### src/rtl/hazard_ctrl.sv
// Pipeline hazard and flush controller for the 5-stage MIPS datapath.
// Detects load-use and mult/div (HI/LO) hazards, applies branch/jump
// redirect flushes, tracks the mult/div busy window and keeps saturating
// stall/flush performance counters.
module hazard_ctrl #(
    parameter int MULDIV_CYCLES = 32,
    parameter int CNT_W         = 32
) (
    input  logic             clk_i,
    input  logic             rst_n,
    input  logic [4:0]       id_rs_i,
    input  logic [4:0]       id_rt_i,
    input  logic             id_uses_rt_i,
    input  logic             id_muldiv_i,
    input  logic             id_reads_hilo_i,
    input  logic             ex_memread_i,
    input  logic [4:0]       ex_rt_i,
    input  logic             ex_redirect_i,
    output logic             pc_write_o,
    output logic             ifid_write_o,
    output logic             ifid_flush_o,
    output logic             idex_flush_o,
    output logic             muldiv_busy_o,
    output logic [CNT_W-1:0] stall_cnt_o,
    output logic [CNT_W-1:0] flush_cnt_o
);

    localparam int MD_W = $clog2(MULDIV_CYCLES);
    localparam logic [MD_W-1:0] MD_LOAD = MD_W'(MULDIV_CYCLES - 1);

    typedef enum logic {
        RUN,
        MD_BUSY
    } state_t;

    state_t          state;
    state_t          state_nxt;
    logic [MD_W-1:0] md_cnt;
    logic [MD_W-1:0] md_cnt_nxt;

    logic load_use;
    logic md_hazard;
    logic stall;
    logic md_issue;

    // Hazard terms; $0 as a load destination never creates a dependency.
    always_comb begin
        load_use  = ex_memread_i && (ex_rt_i != 5'd0) &&
                    ((ex_rt_i == id_rs_i) || (id_uses_rt_i && (ex_rt_i == id_rt_i)));
        md_hazard = (state == MD_BUSY) && (id_muldiv_i || id_reads_hilo_i);
        stall     = !ex_redirect_i && (load_use || md_hazard);
        md_issue  = (state == RUN) && id_muldiv_i && !stall && !ex_redirect_i;
    end

    // FSM state and busy down-counter register.
    always_ff @(posedge clk_i or negedge rst_n) begin
        if (!rst_n) begin
            state  <= RUN;
            md_cnt <= '0;
        end else begin
            state  <= state_nxt;
            md_cnt <= md_cnt_nxt;
        end
    end

    // Next-state logic: issue loads the busy window, which then counts down
    // regardless of redirects (the mult/div is older than the branch).
    always_comb begin
        state_nxt  = state;
        md_cnt_nxt = md_cnt;
        case (state)
            RUN: begin
                if (md_issue) begin
                    state_nxt  = MD_BUSY;
                    md_cnt_nxt = MD_LOAD;
                end
            end
            MD_BUSY: begin
                if (md_cnt == '0) begin
                    state_nxt = RUN;
                end else begin
                    md_cnt_nxt = md_cnt - MD_W'(1);
                end
            end
            default: begin
                state_nxt  = RUN;
                md_cnt_nxt = '0;
            end
        endcase
    end

    // Pipeline control outputs: redirect beats stall beats normal flow.
    always_comb begin
        pc_write_o   = 1'b1;
        ifid_write_o = 1'b1;
        ifid_flush_o = 1'b0;
        idex_flush_o = 1'b0;
        if (ex_redirect_i) begin
            ifid_flush_o = 1'b1;
            idex_flush_o = 1'b1;
        end else if (stall) begin
            pc_write_o   = 1'b0;
            ifid_write_o = 1'b0;
            idex_flush_o = 1'b1;
        end
    end

    // Busy flag comes straight from the registered state.
    always_comb begin
        muldiv_busy_o = (state == MD_BUSY);
    end

    // Saturating performance counters.
    always_ff @(posedge clk_i or negedge rst_n) begin
        if (!rst_n) begin
            stall_cnt_o <= '0;
            flush_cnt_o <= '0;
        end else begin
            if (!pc_write_o && (stall_cnt_o != '1)) begin
                stall_cnt_o <= stall_cnt_o + CNT_W'(1);
            end
            if (ex_redirect_i && (flush_cnt_o != '1)) begin
                flush_cnt_o <= flush_cnt_o + CNT_W'(1);
            end
        end
    end

endmodule

### config.mk
export PLATFORM = sky130hd
export DESIGN_NAME = hazard_ctrl
export DESIGN_NICKNAME = d
export VERILOG_FILES = /design/src/rtl/hazard_ctrl.sv
export SDC_FILE = /design/constraint.sdc
export NUM_CORES = 1
export LEC_CHECK = 0
export ABC_CLOCK_PERIOD_IN_PS = 2100
export CELL_PAD_IN_SITES_DETAIL_PLACEMENT = 0
export CELL_PAD_IN_SITES_GLOBAL_PLACEMENT = 1
export CORE_MARGIN = 1.5
export CORE_UTILIZATION = 34
export CTS_CLUSTER_DIAMETER = 100
export DETAILED_ROUTE_END_ITERATION = 12
export GPL_ROUTABILITY_DRIVEN = 0
export PLACE_DENSITY = 0.86
export SLEW_MARGIN = 20
export SYNTH_ARGS = -nofsm -noshare
export SYNTH_HDL_FRONTEND = slang
export SYNTH_SLANG_ARGS = --single-unit
### constraint.sdc
create_clock -name clk_i -period 2.1 [get_ports clk_i]
set_input_delay 0.42 -clock clk_i [delete_from_list [all_inputs] [get_ports clk_i]]
set_output_delay 0.42 -clock clk_i [all_outputs]
set_load 0.005 [all_outputs]
==> results of run 1 <==
## routing by layer
metal  share of wire (%)  global-route usage (%)  up-vias
li1                    -                       -     1449
met4                 1.8                    5.58        0
met1                  49                    23.3     1467
met5                   0                       0        -
met3                 4.5                    4.08       10
met2                  45                    24.3       79
## state kept, by name, summed over array words and instances, names as in the netlist
name           count
md_cnt             5
muldiv_busy_o      1
flush_cnt_o       32
stall_cnt_o       32
## path summary, 6_finish.rpt
| path | cells past startpoint | slack, ns | end | start |
|---|---|---|---|---|
| setup / recovery | 8 | -0.07 | pc_write_o | ex_rt_i[2] |
| hold / removal | 2 | 0.08 | stall_cnt_o[31] | rst_n |
| setup reg to reg | 6 | 0.11 | flush_cnt_o[9] | flush_cnt_o[8] |
| hold reg to reg | 1 | 0.50 | stall_cnt_o[27] | stall_cnt_o[27] |
| max in group asynchronous | 2 | 1.69 | stall_cnt_o[14] | rst_n |
| min in group clk_i | 1 | 0.50 | stall_cnt_o[27] | stall_cnt_o[27] |
## layout make-up
type	instances	area [um2]	area share (%)
inverters	9	33.8	0.676
well taps	136	170	3.40
clock buffers	11	141	2.83
multi-input cells	256	1750	34.9
flip-flops and latches	70	1750	35.0
clock inverters	5	58.8	1.18
repair buffers	117	1100	21.9
## through the flow
step | power [mW] | std cells | worst slack, ns | hold slack [ns]
2_1_floorplan | 2.25 | 344 | 0.000360 | 0.124
3_3_place_gp | 2.80 | 584 | -0.736 | 0.473
3_5_place_dp | 2.83 | 584 | -0.744 | 0.477
4_1_cts | 3.94 | 601 | -0.0535 | 0.0963
5_1_grt | 4.15 | 604 | -0.103 | 0.104
6_report | 3.89 | 604 | -0.0660 | 0.0783
## power by group through the flow
| stage | logic (mW) | registers, mW | clock network [mW] |
|---|---|---|---|
| floorplan | 0.499 | 1.75 | 0 |
| global placement | 1.05 | 1.75 | 0 |
| detailed placement | 1.07 | 1.76 | 0 |
| CTS | 1.07 | 1.73 | 1.14 |
| global route | 1.17 | 1.77 | 1.21 |
| finish | 1.06 | 1.73 | 1.11 |
## what timing repair did
action / 4_1_cts / 5_1_grt
setup endpoints to repair: 8 / 23
pin swaps: 7 / 11
cloned: 0 / 0
buffers inserted: 1 / 3
gates resized for setup: 32 / 7
## cell usage in the layout (no fill, tap or decap), types with 3 or more instances in the layout
master | synthesis | layout
dlygate4sd2_1 | 0 | 3
buf_4 | 2 | 26
xnor2_1 | 57 | 57
ha_1 | 4 | 4
nand4_1 | 28 | 28
buf_2 | 5 | 4
nor3_1 | 13 | 12
nor2_1 | 19 | 19
dfrtp_1 | 70 | 70
nand3_1 | 31 | 31
and4_1 | 5 | 5
clkbuf_8 | 0 | 10
dlymetal6s2s_1 | 0 | 3
and2_1 | 6 | 6
nand2_1 | 30 | 30
clkdlybuf4s50_1 | 0 | 76
inv_1 | 9 | 9
and3_1 | 13 | 13
xor2_1 | 17 | 17
## worst max-delay path: stages
cell     delay [ns]
buf_6          0.09
or4_4          0.53
o21ai_2        0.15
buf_4          0.12
nor2_1         0.03
a21o_1         0.21
inv_1          0.08
buf_2          0.11
## cell families after synthesis
kind of cell	after synthesis	share of synthesized area, %
buffers and inverters	18	2.29
xor gates and xnor gates	74	18.2
DFF	70	49.3
and+or+nand+nor	162	25.0
adders and majority gates	4	1.41
AOI/OAI and AO/OA	15	3.42
muxes	1	0.317
==> run_results.csv, run 1 <==
group,metric,value,unit
outcome,status,"finished, violations left",
outcome,violations,"negative setup slack",
power_and_ir_drop,pwr-share-clk,28.4,%
sta,setup_tns,-0.160,ns
global_route,grt_pass1_wl,14400,um
sta,period_share,103,%
die,die_h,105,um
clocking,cts_buffer_depth,2,
sta,finalMaxSlewViolations,0,
cells_and_area,drive_above_1_share,13.9,%
die,coreArea,10200,um2
logic_synthesis,synth_top_area_share,49.3,%
drt,vias,3005,
cells_and_area,area_delta_synth_final,40.7,%
die,num_io_pins,91,
logic_synthesis,synth_area_leader_cell,"dfrtp_1",
sta,relSlewSlack,73.7,%
global_route,grt_pass1_vias,2925,
sta,hold_viol_final,0,
sta,fin_ws,-0.0660,ns
hold_path,hold_class,"in2async",
drt,drc_errors,0,
logic_synthesis,avgSynthCellArea,10.3,um2
cells_and_area,fillerInstances,966,
clocking,cts_hold_buf,0,
logic_synthesis,ys.flop_type,"dfrtp_1",
logic_synthesis,yosys-top-cells-area,"dfrtp_1 (49%), xnor2_1 (14%), nand4_1 (4.9%), nand3_1 (4.4%), xor2_1 (4.2%)",
sta,worst_slew_pin_slew,0.394,ns
worst_setup_path,crit_type,"in2out",
power_and_ir_drop,p_sw_share,30.7,%
global_route,grt_max_degree,71,
logic_synthesis,syn_nets,370,
clocking,clk_latency,0.35,ns
global_route,grt_remaining_overflow,0,
cells_and_area,final_area,5000,um2
worst_setup_path,critPathCaptureType,"primary output",
worst_setup_path,worstPathArrival,1.75,ns
logic_synthesis,synth.distinct_cells,42,
logic_synthesis,syn_inst,344,
die,dieArea,11100,um2
power_and_ir_drop,seqPwrFrac,44.5,%
placement,portBuffers,90,
die,rows,37,
logic_synthesis,ys_top_cells_by_count,"dfrtp_1 (70), xnor2_1 (57), nand3_1 (31), nand2_1 (30), nand4_1 (28)",
clocking,clkTransAtPathRegs,0.08,ns
sta,max_freq,0.462,GHz
power_and_ir_drop,p_int,2.70,mW
drt,viasPerCell,4.98,
logic_synthesis,yosysSeqAreaShare,49.3,%
power_and_ir_drop,ir_drop,0.000338,V
placement,dp_hpwl,6090,um
drt,dr.pass1.iters,4,
placement,post_dp_cell_area,4760,um2
logic_synthesis,yosys_warnings,0,
clocking,cts_tree,"done",
global_route,antenna_found_initial,0,
cells_and_area,finish.utilization,48.9,%
logic_synthesis,synth_most_common_cell,"dfrtp_1",
power_and_ir_drop,p_switching,1.20,mW
cells_and_area,antenna-diode-count,0,
drt,ant_nets,0,
power_and_ir_drop,pwr-share-comb,27.1,%
drt,wire_per_inst,14.4,um
cells_and_area,layout.nets,489,
logic_synthesis,synth_edf_count,0,
clocking,numCtsBuffers,9,
logic_synthesis,async_flop_share,100,%
clocking,cts_sinks,70,
power_and_ir_drop,powerDensity,779,nW/um2
sta,skew,0.0101,ns
sta,final-setup-viol-count,3,
power_and_ir_drop,power.leakage,2.15,nW
clocking,htreeDepth,3,
sta,rsz0062_at_grt,"true",
drt,routed_wl,8680,um
die,initial_core_util,34.7,%
logic_synthesis,syn-cell-area,3550,um2
die,die_w,105,um
clocking,cts_root_buf,"clkbuf_8",
logic_synthesis,synth.ff_latch_count,70,
worst_setup_path,crit_path_max_fanout,2,
job,maxCapViolCount,0,
global_route,grt_usage,16.4,%
worst_setup_path,worstSetupStartpointType,"input port",
sta,fin_crit,2.17,ns
drt,dr.first_iter.drc_count,165,
worst_setup_path,crit_required,1.68,ns
(Power assumes the default switching activity.)
==> run 2: changes to the inputs <==
TNS_END_PERCENT = 50   (was unset)
==> run 2 against run 1 <==
  * The run still ends with negative setup slack left
  * Global-route usage unchanged
  * Clock-buffer cell count unchanged
  * Via count decreased by 0.43%
  * Setup slack got worse by 0.0025 ns
  * Final cell count decreased by 0.33%
  * Flip-flop and latch count unchanged
  * Critical path type unchanged
==> run_results.csv, run 2 (synthesized netlist as in run 1, its figures left out) <==
group,metric,value,unit
outcome,status,"finished, violations left",
outcome,violations,"negative setup slack",
sta,relSlewSlack,73.8,%
drt,routed_wl,8640,um
global_route,grt_max_degree,71,
global_route,antenna_found_initial,0,
drt,wire_per_inst,14.4,um
sta,hold_viol_final,0,
clocking,cts_hold_buf,0,
worst_setup_path,crit_path_max_fanout,2,
clocking,cts_root_buf,"clkbuf_8",
drt,drc_errors,0,
clocking,cts_tree,"done",
sta,fin_crit,2.17,ns
job,maxCapViolCount,0,
sta,rsz0062_at_grt,"true",
sta,finalMaxSlewViolations,0,
drt,dr.first_iter.drc_count,155,
cells_and_area,final_common_cell,"clkdlybuf4s50_1",
sta,max_freq,0.461,GHz
cells_and_area,fillerInstances,965,
die,die_w,105,um
clocking,cts_buffer_depth,2,
sta,worst_slew_pin_slew,0.393,ns
drt,dr.pass1.iters,6,
worst_setup_path,critPathCaptureType,"primary output",
drt,vias,2992,
global_route,grt_pass1_wl,14400,um
clocking,cts_sinks,70,
drt,viasPerCell,4.97,
worst_setup_path,worstSetupStartpointType,"input port",
worst_setup_path,crit_required,1.68,ns
placement,portBuffers,90,
die,num_io_pins,91,
cells_and_area,drive_above_1_share,13.7,%
power_and_ir_drop,powerDensity,780,nW/um2
sta,skew,0.0104,ns
hold_path,hold_class,"in2async",
die,die_h,105,um
global_route,grt_usage,16.4,%
sta,setup_tns,-0.169,ns
clocking,numCtsBuffers,9,
cells_and_area,final_cell_mix,"clkdlybuf4s50_1 (76), dfrtp_1 (70), xnor2_1 (57), nand3_1 (30), nand2_1 (30)",
die,initial_core_util,34.7,%
placement,dp_hpwl,6090,um
global_route,grt_pass1_vias,2925,
global_route,grt_remaining_overflow,0,
drt,ant_nets,0,
sta,fin_ws,-0.0686,ns
power_and_ir_drop,power.leakage,2.14,nW
sta,period_share,103,%
die,rows,37,
die,coreArea,10200,um2
power_and_ir_drop,ir_drop,0.000338,V
cells_and_area,biggestRegsByFlops,"flush_cnt_o (32), stall_cnt_o (32), md_cnt (5)",
sta,final-setup-viol-count,3,
clocking,clk_latency,0.35,ns
power_and_ir_drop,total_power,3.89,mW
worst_setup_path,worstPathArrival,1.75,ns
clocking,clkTransAtPathRegs,0.08,ns
cells_and_area,layout.nets,487,
cells_and_area,antenna-diode-count,0,
cells_and_area,area_delta_synth_final,40.4,%
worst_setup_path,crit_type,"in2out",
die,dieArea,11100,um2
clocking,htreeDepth,3,
==> run 2: final timing paths <==
kind | cells after the start | from | end | slack [ns]
hold / removal | 2 | rst_n | stall_cnt_o[31] | 0.08
setup reg to reg | 6 | flush_cnt_o[14] | flush_cnt_o[21] | 0.13
min in group clk_i | 1 | stall_cnt_o[27] | stall_cnt_o[27] | 0.50
hold reg to reg | 1 | stall_cnt_o[27] | stall_cnt_o[27] | 0.50
max in group asynchronous | 2 | rst_n | stall_cnt_o[14] | 1.69
setup / recovery | 8 | ex_rt_i[2] | pc_write_o | -0.07
==> run 2: timing repair <==
item,CTS,global route
buffers inserted,1,1
endpoints found under the setup margin,8,23
resized for setup,32,8
gates cloned,0,0
pin swaps,7,11
==> run 2: routing by layer <==
metal / routed length [um] / global-route usage, %
met5: 0 / 0
met4: 163 / 5.58
met3: 379 / 4.08
met2: 3880 / 24.3
met1: 4220 / 23.3
==> run 2: metrics by stage <==
stage / instances / worst slack [ns] / util [%] / instance area, um2 / hold slack (ns)
2_1_floorplan: 344 / 0.000360 / - / 3550 / 0.124
3_3_place_gp: 584 / -0.736 / 46.5 / 4760 / 0.473
3_5_place_dp: 584 / -0.744 / 46.5 / 4760 / 0.477
4_1_cts: 601 / -0.0535 / 48.5 / 4960 / 0.0963
5_1_grt: 602 / -0.103 / 48.8 / 4990 / 0.104
6_report: 602 / -0.0686 / 48.8 / 4990 / 0.0777
==> run 2: critical path: stages <==
cell and delay (ns):
buf_6 0.09, or4_4 0.53, o21ai_2 0.15, buf_4 0.12
nor2_1 0.03, a21o_1 0.21, inv_1 0.08, buf_2 0.11
==> run 2: area by class of cell <==
class / count / area (um2) / area share, %
Clock buffer: 11 / 141 / 2.83
Clock inverter: 5 / 58.8 / 1.18
Inverter: 9 / 33.8 / 0.677
Multi-Input combinational cell: 256 / 1750 / 35.1
Sequential cell: 70 / 1750 / 35.1
Tap cell: 136 / 170 / 3.41
Timing Repair Buffer: 115 / 1080 / 21.7
==> run 2: where the power goes <==
part / internal (mW) / leakage [nW] / switching, mW
Clock: 0.581 / 0.0955 / 0.523
Combinational: 0.585 / 1.11 / 0.472
Sequential: 1.53 / 0.931 / 0.200
==> run 3: changes to the inputs <==
SKIP_CTS_REPAIR_TIMING = 1   (was unset)
==> run 3 against run 2 <==
  * The flow now finishes without violations
  * Sequential share of layout area unchanged
  * Non-clock buffer count down 2
  * Combinational power barely moved
  * Flip-flop and latch count unchanged
  * Design area did not move
  * Fmax up 5.0%
==> run_results.csv, run 3 (synthesized netlist as in run 1, its figures left out) <==
group,metric,value,unit
cells_and_area,multi_input_area,1750,um2
sta,hold_viol_final,0,
cells_and_area,area_delta_synth_final,40.4,%
clocking,cts_sinks,70,
power_and_ir_drop,pwr-share-comb,27.0,%
cells_and_area,biggestRegsByFlops,"flush_cnt_o (32), stall_cnt_o (32), md_cnt (5)",
global_route,grt_usage,16.2,%
die,die_h,105,um
placement,post_dp_cell_area,4760,um2
sta,skew,0.00865,ns
global_route,grt_pass1_wl,14300,um
worst_setup_path,crit_type,"in2out",
sta,worst_slew_pin_slew,0.389,ns
power_and_ir_drop,p_int,2.69,mW
clocking,clk_latency,0.35,ns
global_route,grt_max_degree,71,
die,initial_core_util,34.7,%
power_and_ir_drop,p_sw_share,30.6,%
sta,finalMaxSlewViolations,0,
hold_path,hold_class,"in2async",
global_route,antenna_found_initial,0,
clocking,numCtsBuffers,9,
power_and_ir_drop,powerDensity,778,nW/um2
die,dieArea,11100,um2
drt,dr.pass1.iters,4,
clocking,clkTransAtPathRegs,0.08,ns
worst_setup_path,worstPathArrival,1.64,ns
die,die_w,105,um
outcome,status,"finished clean",
power_and_ir_drop,power.leakage,2.21,nW
drt,wire_per_inst,14.3,um
drt,route.met2.wl,3920,um
die,rows,37,
cells_and_area,antenna-diode-count,0,
worst_setup_path,reg2reg_depth,6,
placement,dp_hpwl,6090,um
cells_and_area,layout.nets,485,
cells_and_area,final_area,4990,um2
clocking,cts_tree,"done",
power_and_ir_drop,p_switching,1.19,mW
sta,rsz0062_at_grt,"true",
cells_and_area,fillerInstances,965,
worst_setup_path,r2r_start,"flush_cnt_o[8]",
drt,drc_errors,0,
drt,dr.max_layer_used,"met4",
die,num_io_pins,91,
sta,final-setup-viol-count,0,
sta,whs,0.0798,ns
power_and_ir_drop,pwr-share-clk,28.4,%
worst_setup_path,timing.rr.end,"flush_cnt_o[15]",
sta,max_freq,0.484,GHz
sta,fin_crit,2.06,ns
power_and_ir_drop,total_power,3.88,mW
worst_setup_path,crit_path_max_fanout,2,
power_and_ir_drop,seqPwrFrac,44.6,%
sta,relSlewSlack,74.1,%
sta,period_share,98.3,%
drt,wl_met1,4160,um
drt,routed_wl,8590,um
cells_and_area,seq_area,1750,um2
clocking,htreeDepth,3,
cells_and_area,final_cell_mix,"dfrtp_1 (70), clkdlybuf4s50_1 (70), xnor2_1 (57), nand3_1 (30), nand2_1 (30)",
worst_setup_path,crit_required,1.68,ns
die,coreArea,10200,um2
clocking,cts_root_buf,"clkbuf_8",
global_route,grt_remaining_overflow,0,
clocking,cts_buffer_depth,2,
drt,wl_met3,351,um
drt,ant_nets,0,
job,maxCapViolCount,0,
worst_setup_path,r2r_setup_slack,0.14,ns
global_route,grt_pass1_vias,2935,
worst_setup_path,critPathCaptureType,"primary output",
cells_and_area,drive_above_1_share,13.4,%
drt,viasPerCell,4.98,
power_and_ir_drop,ir_drop,0.000339,V
drt,vias,2986,
drt,dr.first_iter.drc_count,209,
placement,portBuffers,90,
worst_setup_path,worstSetupStartpointType,"input port",
run 3: changes by cell type in the layout (fill, tap and decap cells not counted):
cell / before / now
dlymetal6s2s_1: 3 / 13
clkdlybuf4s50_1: 76 / 70
clkbuf_2: 1 / 6
buf_2: 4 / 1
buf_4: 24 / 21
dlygate4sd2_1: 3 / 0
buf_6: 2 / 1
clkdlybuf4s15_1: 1 / 0
inv_1: 9 / 8
inv_2: 0 / 1
nor3_1: 12 / 13
nor3_2: 1 / 0
run 3: worst max-delay path by stage:
stage | from | to | slack (ns) | cells past startpoint
after floorplan | ex_rt_i[1] | pc_write_o | 0.0004 | 7
after global placement | ex_rt_i[3] | ifid_write_o | -0.74 | 7
after detailed placement | ex_rt_i[3] | pc_write_o | -0.74 | 7
after CTS | ex_rt_i[3] | pc_write_o | -0.75 | 7
after global routing | ex_rt_i[1] | pc_write_o | -0.01 | 7
final | ex_rt_i[1] | pc_write_o | 0.04 | 7
run 3: power by group through the flow:
stage / clock network [mW] / registers, mW / logic (mW)
final: 1.10 / 1.73 / 1.05
after global routing: 1.21 / 1.77 / 1.17
after CTS: 1.14 / 1.73 / 1.08
after detailed placement: 0 / 1.76 / 1.07
after global placement: 0 / 1.75 / 1.05
after floorplan: 0 / 1.75 / 0.499
run 3: metal layers:
layer | vias to the layer above | global-route usage, %
li1 | 1436 | -
met1 | 1469 | 22.6
met2 | 71 | 24.5
met3 | 10 | 4.14
met4 | 0 | 5.58
met5 | - | 0
run 3: area by class of cell:
| type | count | area share [%] |
|---|---|---|
| Clock buffer | 11 | 2.83 |
| Clock inverter | 5 | 1.18 |
| Tap cell | 136 | 3.41 |
| Sequential cell | 70 | 35.1 |
| Timing Repair Buffer | 113 | 21.8 |
| Inverter | 9 | 0.677 |
| Multi-Input combinational cell | 256 | 35.0 |
run 3: critical path, stage by stage:
cell	delay (ns)
clkbuf_2	0.09
or4_4	0.53
o21ai_2	0.17
nor2_1	0.06
a21o_1	0.20
inv_2	0.07
clkbuf_2	0.11
run 3: metrics by stage:
stage	worst slack, ns	setup TNS [ns]	instances	util [%]
global placement	-0.736	-13.62	584	46.5
detailed placement	-0.744	-14.58	584	46.5
global route	-0.0130	-0.0229	600	48.8
floorplan	0.000360	0	344	-
finish	0.0352	0	600	48.8
CTS	-0.751	-2.43	600	48.5
